File: src/rtl/synth_pkg.sv
// Shared synth types: wave selectors, voice allocator FSM states, per-voice record.
// Widths below are the defaults used across the synth top.
package synth_pkg;

    typedef enum logic [2:0] {
        SINE,
        SQUARE,
        SAW,
        TRIANGLE,
        NOISE
    } wave_t;

    typedef enum logic [1:0] {
        IDLE,
        SCAN,
        COMMIT,
        RETRIG
    } alloc_state_t;

    localparam int VOICE_PHASE_W = 30;
    localparam int VOICE_NOTE_W  = 7;
    localparam int VOICE_AGE_W   = 8;

    typedef struct packed {
        logic                     gate;
        logic [VOICE_NOTE_W-1:0]  note;
        logic [VOICE_PHASE_W-1:0] fccw;
        logic [VOICE_AGE_W-1:0]   age;
    } voice_t;

endpackage

File: src/rtl/poly_voice_allocator.sv
// Purpose: maps note-on/off events onto NUM_VOICES slots (match, free, oldest released, oldest gated).
// Latency: accept to gate high NUM_VOICES+1 cycles (free slot), NUM_VOICES+2 (retrigger/steal).
// Backpressure: ev_ready only in IDLE without all_notes_off; one event in flight at a time.
module poly_voice_allocator
    import synth_pkg::*;
#(
    parameter int NUM_VOICES      = 4,
    parameter int PHASE_ACC_WIDTH = 30,
    parameter int NOTE_W          = 7,
    parameter int AGE_W           = 8
) (
    input  logic                                        clk,
    input  logic                                        reset,
    input  logic                                        ev_valid,
    output logic                                        ev_ready,
    input  logic                                        ev_on,
    input  logic [NOTE_W-1:0]                           ev_note,
    input  logic [PHASE_ACC_WIDTH-1:0]                  ev_fccw,
    input  logic                                        all_notes_off,
    input  logic [NUM_VOICES-1:0]                       voice_idle,
    output logic [NUM_VOICES-1:0]                       voice_gate,
    output logic [NUM_VOICES-1:0][PHASE_ACC_WIDTH-1:0]  voice_fccw,
    output logic [NUM_VOICES-1:0][NOTE_W-1:0]           voice_note,
    output logic [15:0]                                 steal_cnt
);

    localparam int IDX_W = (NUM_VOICES > 1) ? $clog2(NUM_VOICES) : 1;
    localparam logic [AGE_W-1:0] AGE_MAX = '1;
    localparam logic [IDX_W-1:0] LAST_IDX = IDX_W'(NUM_VOICES - 1);

    alloc_state_t state, state_nxt;

    logic [IDX_W-1:0]           idx;
    logic [IDX_W-1:0]           ret_idx;
    logic                       lat_on;
    logic [NOTE_W-1:0]          lat_note;
    logic [PHASE_ACC_WIDTH-1:0] lat_fccw;
    logic [AGE_W-1:0]           age [NUM_VOICES];

    logic                       match_vld, free_vld, rel_vld, old_vld;
    logic [IDX_W-1:0]           match_idx, free_idx, rel_idx, old_idx;
    logic [AGE_W-1:0]           rel_age, old_age;

    logic                       tgt_vld, tgt_free, tgt_steal;
    logic [IDX_W-1:0]           tgt_idx;

    assign ev_ready = (state == IDLE) && !all_notes_off;

    // Target choice from the candidates gathered during SCAN.
    always_comb begin
        tgt_vld   = 1'b1;
        tgt_free  = 1'b0;
        tgt_steal = 1'b0;
        tgt_idx   = match_idx;
        if (match_vld) begin
            tgt_idx = match_idx;
        end else if (!lat_on) begin
            tgt_vld = 1'b0;
        end else if (free_vld) begin
            tgt_idx  = free_idx;
            tgt_free = 1'b1;
        end else if (rel_vld) begin
            tgt_idx = rel_idx;
        end else if (old_vld) begin
            tgt_idx   = old_idx;
            tgt_steal = 1'b1;
        end else begin
            tgt_vld = 1'b0;
        end
    end

    always_comb begin
        state_nxt = state;
        case (state)
            IDLE:    if (ev_valid && ev_ready) state_nxt = SCAN;
            SCAN:    if (idx == LAST_IDX) state_nxt = COMMIT;
            COMMIT:  state_nxt = (tgt_vld && lat_on && !tgt_free) ? RETRIG : IDLE;
            RETRIG:  state_nxt = IDLE;
            default: state_nxt = IDLE;
        endcase
        if (all_notes_off) state_nxt = IDLE;
    end

    always_ff @(posedge clk or negedge reset) begin
        if (!reset) begin
            state      <= IDLE;
            idx        <= '0;
            ret_idx    <= '0;
            lat_on     <= 1'b0;
            lat_note   <= '0;
            lat_fccw   <= '0;
            match_vld  <= 1'b0;
            free_vld   <= 1'b0;
            rel_vld    <= 1'b0;
            old_vld    <= 1'b0;
            match_idx  <= '0;
            free_idx   <= '0;
            rel_idx    <= '0;
            old_idx    <= '0;
            rel_age    <= '0;
            old_age    <= '0;
            voice_gate <= '0;
            voice_fccw <= '0;
            voice_note <= '0;
            steal_cnt  <= '0;
            for (int i = 0; i < NUM_VOICES; i++) age[i] <= '0;
        end else begin
            state <= state_nxt;
            if (all_notes_off) begin
                // Panic: silence everything, keep fccw/note so release tails stay in tune.
                voice_gate <= '0;
                for (int i = 0; i < NUM_VOICES; i++) age[i] <= '0;
            end else begin
                case (state)
                    IDLE: begin
                        if (ev_valid && ev_ready) begin
                            lat_on    <= ev_on;
                            lat_note  <= ev_note;
                            lat_fccw  <= ev_fccw;
                            idx       <= '0;
                            match_vld <= 1'b0;
                            free_vld  <= 1'b0;
                            rel_vld   <= 1'b0;
                            old_vld   <= 1'b0;
                        end
                    end
                    SCAN: begin
                        if (voice_gate[idx]) begin
                            if (!match_vld && voice_note[idx] == lat_note) begin
                                match_vld <= 1'b1;
                                match_idx <= idx;
                            end
                            if (!old_vld || age[idx] > old_age) begin
                                old_vld <= 1'b1;
                                old_idx <= idx;
                                old_age <= age[idx];
                            end
                        end else if (voice_idle[idx]) begin
                            if (!free_vld) begin
                                free_vld <= 1'b1;
                                free_idx <= idx;
                            end
                        end else if (!rel_vld || age[idx] > rel_age) begin
                            rel_vld <= 1'b1;
                            rel_idx <= idx;
                            rel_age <= age[idx];
                        end
                        idx <= idx + 1'b1;
                    end
                    COMMIT: begin
                        if (tgt_vld && lat_on) begin
                            // A reused voice drops its gate for one cycle so the envelope restarts.
                            voice_gate[tgt_idx] <= tgt_free;
                            voice_fccw[tgt_idx] <= lat_fccw;
                            voice_note[tgt_idx] <= lat_note;
                            ret_idx             <= tgt_idx;
                            for (int i = 0; i < NUM_VOICES; i++) begin
                                if (IDX_W'(i) == tgt_idx) age[i] <= '0;
                                else if (age[i] != AGE_MAX) age[i] <= age[i] + 1'b1;
                            end
                            if (tgt_steal && steal_cnt != 16'hFFFF) steal_cnt <= steal_cnt + 16'd1;
                        end else if (tgt_vld) begin
                            voice_gate[tgt_idx] <= 1'b0;
                        end
                    end
                    RETRIG: voice_gate[ret_idx] <= 1'b1;
                    default: ;
                endcase
            end
        end
    end

endmodule

File: config.mk
export PLATFORM = sky130hd
export DESIGN_NAME = poly_voice_allocator
export DESIGN_NICKNAME = d
export VERILOG_FILES = /design/src/rtl/synth_pkg.sv /design/src/rtl/poly_voice_allocator.sv
export SDC_FILE = /design/constraint.sdc
export NUM_CORES = 1
export LEC_CHECK = 0
export ABC_CLOCK_PERIOD_IN_PS = 8950
export CORE_MARGIN = 2
export CORE_UTILIZATION = 57
export DETAILED_ROUTE_END_ITERATION = 16
export PLACE_DENSITY = 0.88
export SLEW_MARGIN = 20
export SYNTH_ARGS = -nofsm -noshare
export SYNTH_HDL_FRONTEND = slang
export SYNTH_SLANG_ARGS = --single-unit
export TNS_END_PERCENT = 30
File: constraint.sdc
create_clock -name clk -period 8.95 [get_ports clk]
set_input_delay 0.895 -clock clk [delete_from_list [all_inputs] [get_ports clk]]
set_output_delay 0.895 -clock clk [all_outputs]
set_load 0.02 [all_outputs]
Yosys cells after proc, flatten, opt, wreduce, memory -nomap -nowiden
Index checks and enable logic that the tools add are counted.
{"block": "totals", "register_bits": 272, "elab_cells": 192, "input_bits": 46, "output_inout_bits": 169}
{"block": "op_classes", "eq_ne": 24, "n_reduce_logical": 43, "bitwise": 8, "n_addsub": 6, "order_cmp": 8, "muxes": 73}
{"op": "$bwmux 120", "n": 1}
{"op": "$mux 32", "n": 3}
{"op": "$mux 8", "n": 10}
{"op": "$demux 30 s2", "n": 1}
{"op": "$add 8x1->8 const B", "n": 4}
{"op": "$ne 8x8->1 const B", "n": 4}
{"op": "$mux 30", "n": 1}
{"op": "$bwmux 28", "n": 1}
{"op": "$mux 1", "n": 26}
{"op": "$reduce_and 5->1", "n": 5}
{"op": "$reduce_and 3->1", "n": 7}
{"op": "$mux 2", "n": 10}
{"op": "$add 16x1->16 const B", "n": 1}
{"op": "$bmux 8 s2", "n": 1}
{"op": "$gt 8x8->1", "n": 2}
{"op": "$ne 16x16->1 const B", "n": 1}
{"op": "$reduce_bool 3->1", "n": 5}
{"op": "$bmux 7 s2", "n": 1}
{"op": "$demux 7 s2", "n": 1}
{"op": "$mux 7", "n": 2}
{"op": "$ne 2x2->1 const B", "n": 7}
{"op": "$mux 4", "n": 3}
{"op": "$reduce_and 4->1", "n": 3}
{"op": "$lt 2x3->1 const B", "n": 3}
{"op": "31 further kinds", "n": 59}

Logic depth before layout (Yosys ltp)
{"block": "depth", "ltp_word": 15, "depth_mapped": 13, "mapped_depth_nobuf": 9}

Worst setup path before layout
Ideal clock, no wire load.
{"block": "synth_timing", "kind": "flip-flop to flip-flop", "start": "register idx[1]", "end": "register rel_age[0]", "n_path_buf": 3, "stages_incl_launch_ff": 11, "period_less_slack_ns": 3.376, "slack_ns": 5.574, "arrival_ns": 3.251, "path_cell_list": "dfrtp_1 > clkbuf_1 > buf_2 > clkbuf_1 > mux4_2 > ha_1 > o21a_1 > o21ai_0 > a211o_1 > a31oi_4 > mux2_2"}
{"block": "synth_between", "elab_chain_len": 7}
{"item": "from (decl)", "line_no": "poly_voice_allocator.sv:33", "rtl": "logic [IDX_W-1:0] idx;"}
{"item": "from (signal assigned)", "line_no": "poly_voice_allocator.sv:148", "rtl": "idx <= idx + 1'b1;"}
{"item": "$not 2->3 (not written as such)", "line_no": "poly_voice_allocator.sv:143, poly_voice_allocator.sv:146"}
{"item": "$bmux 8 s2", "line_no": "poly_voice_allocator.sv:143, poly_voice_allocator.sv:146"}
{"item": "$mux 8 (not written as such) (2 in a row)", "line_no": "poly_voice_allocator.sv:143, poly_voice_allocator.sv:146"}
{"item": "$gt 8x8->1", "line_no": "poly_voice_allocator.sv:143", "rtl": "end else if (!rel_vld || age[idx] > rel_age) begin"}
{"item": "$logic_or 1x1->1", "line_no": "poly_voice_allocator.sv:143"}
{"item": "$reduce_and 5->1 (no source line)"}
{"item": "to (signal assigned)", "line_no": "poly_voice_allocator.sv:146", "rtl": "rel_age <= age[idx];"}
{"item": "to (decl)", "line_no": "poly_voice_allocator.sv:42", "rtl": "logic [AGE_W-1:0] rel_age, old_age;"}
Several ways; a longest one is shown, not always the timed one. The select of a mux whose other input is x is not followed.
A chain may end at the register's enable or synchronous reset.

Worst setup path after layout
{"block": "layout_timing", "start": "input all_notes_off", "end": "output ev_ready"}
{"block": "layout_between", "elab_chain_len": 2}
{"item": "from (decl)", "line_no": "poly_voice_allocator.sv:19", "rtl": "input logic all_notes_off,"}
{"item": "$logic_not 1->1", "line_no": "poly_voice_allocator.sv:47", "rtl": "assign ev_ready = (state == IDLE) && !all_notes_off;"}
{"item": "$logic_and 1x1->1", "line_no": "poly_voice_allocator.sv:47"}
{"item": "to (decl)", "line_no": "poly_voice_allocator.sv:15", "rtl": "output logic ev_ready,"}
Every way passes these cells.

==> metrics.md <==
| Metric | Value |
|---|---|
| Number of port buffers | 214 |
| Setup Viol. Count Final | 0 |
| Largest net degree at the start of global routing | 142 |
| Static Leakage | 7.06 nW |
| GRT overflow | 0 |
| Max Clock Freq | 0.250 GHz |
| First-pass GRT wire length | 51.1 mm |
| Post-DP HPWL | 19.9 mm |
| GRT Overall Usage | 0.290 |
| CP Launch Type | input pin |
| Data arrival time of the worst path | 3.10 ns |
| Clock skew | 0.0101 ns |
| Post-synth EDFFs | 0 |
| CTS tree | done |
| Max Slew Vio Count | 0 |
| Die W | 151 um |
| Worst setup EP type | output pin |
| Maximum VDD drop | 201 uV |
| Initial antenna violation count | 1 |
| Synth Net Count | 990 |
| Post-CTS setup buffers | 0 |
| Num ports | 215 |
| Total vias in the final route | 8,580 |
| Residual DRC | 0 |
| Final TNS setup | 0 ns |
| Clk_lat worst skew | 0.54 ns |
| Row count | 53 |
| Most used DFF post-synth | dfrtp_1 |
| Mapped Area | 12,300 um2 |
| Yosys top cell area share | 0.554 |
| Core area | 21,100 um2 |
| Wirelength per Cell | 22.8 um |
| Final hold viol count | 0 |
| YS warnings | 0 |
| Largest cells by area after synthesis | dfrtp_1 55%, mux2_2 19%, mux4_2 2.7%, ha_1 2.2%, a21oi_1 1.6% |
| Crit-path max cell delay | 0.88 ns |
| Largest buffer count on any clock path | 3 |
| DR pass1 iterations | 5 |
| Fraction of layout cells with a size suffix above 1 | 0.249 |
| Count of cells resized by post-cts repair | 0 |
| Crit-path max FO | 22 |
| Worst-path clk slew | 0.06 ns |
| Leading area contributor after synthesis | dfrtp_1 |
| Power Dens Cells | 254 nW/um2 |
| Most numerous cell in the Yosys netlist | dfrtp_1 |
| Post-DR vias/cell | 5.99 |
| Min-Delay Path Class | in -> async |
| Worst-path cell chain | clkdlybuf4s50_1 -> nor3_1 -> clkdlybuf4s50_1 |
| CP required | 8.06 ns |
| Die area | 22,800 um2 |
| Fin crit period | 3.99 ns |
| Number of distinct library cells after synthesis | 67 |
| CP dominant cell by count | clkdlybuf4s50_1 |
| Worst slew pin tran | 0.960 ns |
| Flops & latches, synth | 272 |
| Slowest CP cell | clkdlybuf4s50_1 |
| Crit path max-delay family | buffers and inverters |
| Starting Density | 0.583 |
| Routed Antenna Nets | 0 |
| Area of the multi-input gates | 5140 um2 |
| Area growth, synth to finish | 26.5% |
| Hold slack | 0.223 ns |
| DRT iter0 DRCs | 598 |
| Reg area | 6810 um2 |
| Num Clock Sinks | 272 |
| Slew HR | 0.360 |
| Layout filler cell count | 1,277 |
| Total Routed Length | 32.6 mm |
| Maxcap violations | 0 |
| GP Congestion | 0.854 |
| Vias in the first global route | 9,200 |
| WS Path Type | in -> out |
| Hold buffer count at cts | 0 |
| Root Driver | clkbuf_16 |
| H-tree depth | 1 |
| Post-synthesis sequential area ratio | 0.554 |
| Layout Nets | 1,204 |
| Synth Area per Inst | 13.3 um2 |
| Commonest cells in the netlist | 272 x dfrtp_1, 202 x mux2_2, 39 x a21oi_1, 39 x nand2_1, 32 x inv_1 |
| Power, Total | 3.95 mW |
| Run status | finished clean |
| CTS Buf Count | 28 |
| Buffer and inverter count on the worst path | 2 |
| Tcrit/Tclk final | 0.446 |
| RSZ-0062 raised after global routing | false |
| Die Y | 151 um |
| Cells after synthesis | 922 |
| Async set-reset flop share out of synthesis | 1.00 |
sequential cells by signal, summed over array words and instances, names as in the netlist, 2 cells and up:
register    flops
match_idx       2
voice_gate      4
lat_fccw       30
old_age         8
old_idx         2
rel_idx         2
steal_cnt      16
ret_idx         2
voice_note     28
free_idx        2
state           2
voice_fccw    120
rel_age         8
lat_note        7
age            32
idx             2
cells by family (layout without fill, tap and decap cells):
logic type               count (synthesis)  count (layout)  share of synthesized area
AO/OA/AOI/OAI                          123             123                     0.0703
XOR/XNOR                                30              30                     0.0214
adder cells (fa/ha/maj)                 22              22                     0.0224
buffers and inverters                   70             305                     0.0285
flip-flops                             272             272                      0.554
multiplexers                           233             233                      0.226
other                                    0               1                          0
AND/OR/NAND/NOR                        172             172                     0.0774
per-stage QoR:
step                cell area (um2)  utilization  cells  setup WS [ns]
floorplan                     12300            -    922           5.57
global route                  15600        0.737   1432           4.91
global placement              14600        0.693   1380           5.14
detailed placement            14600        0.693   1380           5.07
finish                        15600        0.738   1433           4.96
CTS                           15500        0.736   1431           4.98
final timing paths:
kind / from / end / slack (ns) / depth (start not counted)
worst min register to register: steal_cnt[5]$_DFFE_PN0P_ / steal_cnt[5]$_DFFE_PN0P_ / 0.49 / 1
worst max-delay path: all_notes_off / ev_ready / 4.96 / 3
min in group clk: steal_cnt[5]$_DFFE_PN0P_ / steal_cnt[5]$_DFFE_PN0P_ / 0.49 / 1
max in group asynchronous: reset / age[17]$_DFFE_PN0P_ / 7.21 / 3
worst min-delay path: reset / voice_fccw[115]$_DFFE_PN0P_ / 0.22 / 1
worst max register to register: idx[1]$_DFFE_PN0P_ / rel_age[2]$_DFFE_PN0P_ / 5.73 / 8
layer usage:
metal,vias up,global-route usage,share of wire
li1,3767,-,-
met1,4380,0.362,0.38
met2,356,0.481,0.50
met3,77,0.0898,0.085
met4,0,0.105,0.031
met5,-,0,0
final cells by class:
type	count	share of cell area
Multi-Input combinational cell	580	0.330
Inverter	32	0.00772
Timing Repair Buffer	222	0.143
Sequential cell	272	0.438
Clock buffer	40	0.0512
Tap cell	275	0.0221
Antenna cell	1	0.000161
Clock inverter	11	0.00780
cells in the final DEF (no fill, tap or decap), types with 9 or more instances in the layout:
| master | instances |
|---|---|
| clkdlybuf4s50_1 | 213 |
| inv_1 | 32 |
| mux2_2 | 202 |
| ha_1 | 22 |
| xor2_1 | 13 |
| nand4_1 | 17 |
| nand2_1 | 39 |
| o21ai_0 | 30 |
| a21oi_1 | 39 |
| and3_1 | 16 |
| dfrtp_1 | 272 |
| clkbuf_16 | 28 |
| xnor2_1 | 17 |
| nand3_1 | 21 |
| nor2_1 | 28 |
| mux2i_1 | 9 |
| mux4_2 | 15 |
worst reg2reg max path: stages, from the launching register on:
cell	delay (ns)
dfrtp_1	0.65
mux4_2	0.66
ha_1	0.33
nor2b_1	0.14
o21a_1	0.12
o21ai_0	0.06
a211o_1	0.34
a31oi_4	0.41
mux2_2	0.40
where the power goes:
group          switching (mW)  internal [mW]  total, mW
clock network           0.486          0.676       1.16
registers               0.263           1.45       1.72
logic                   0.561          0.508       1.07
Note: power is estimated with default switching activity, not from simulation.
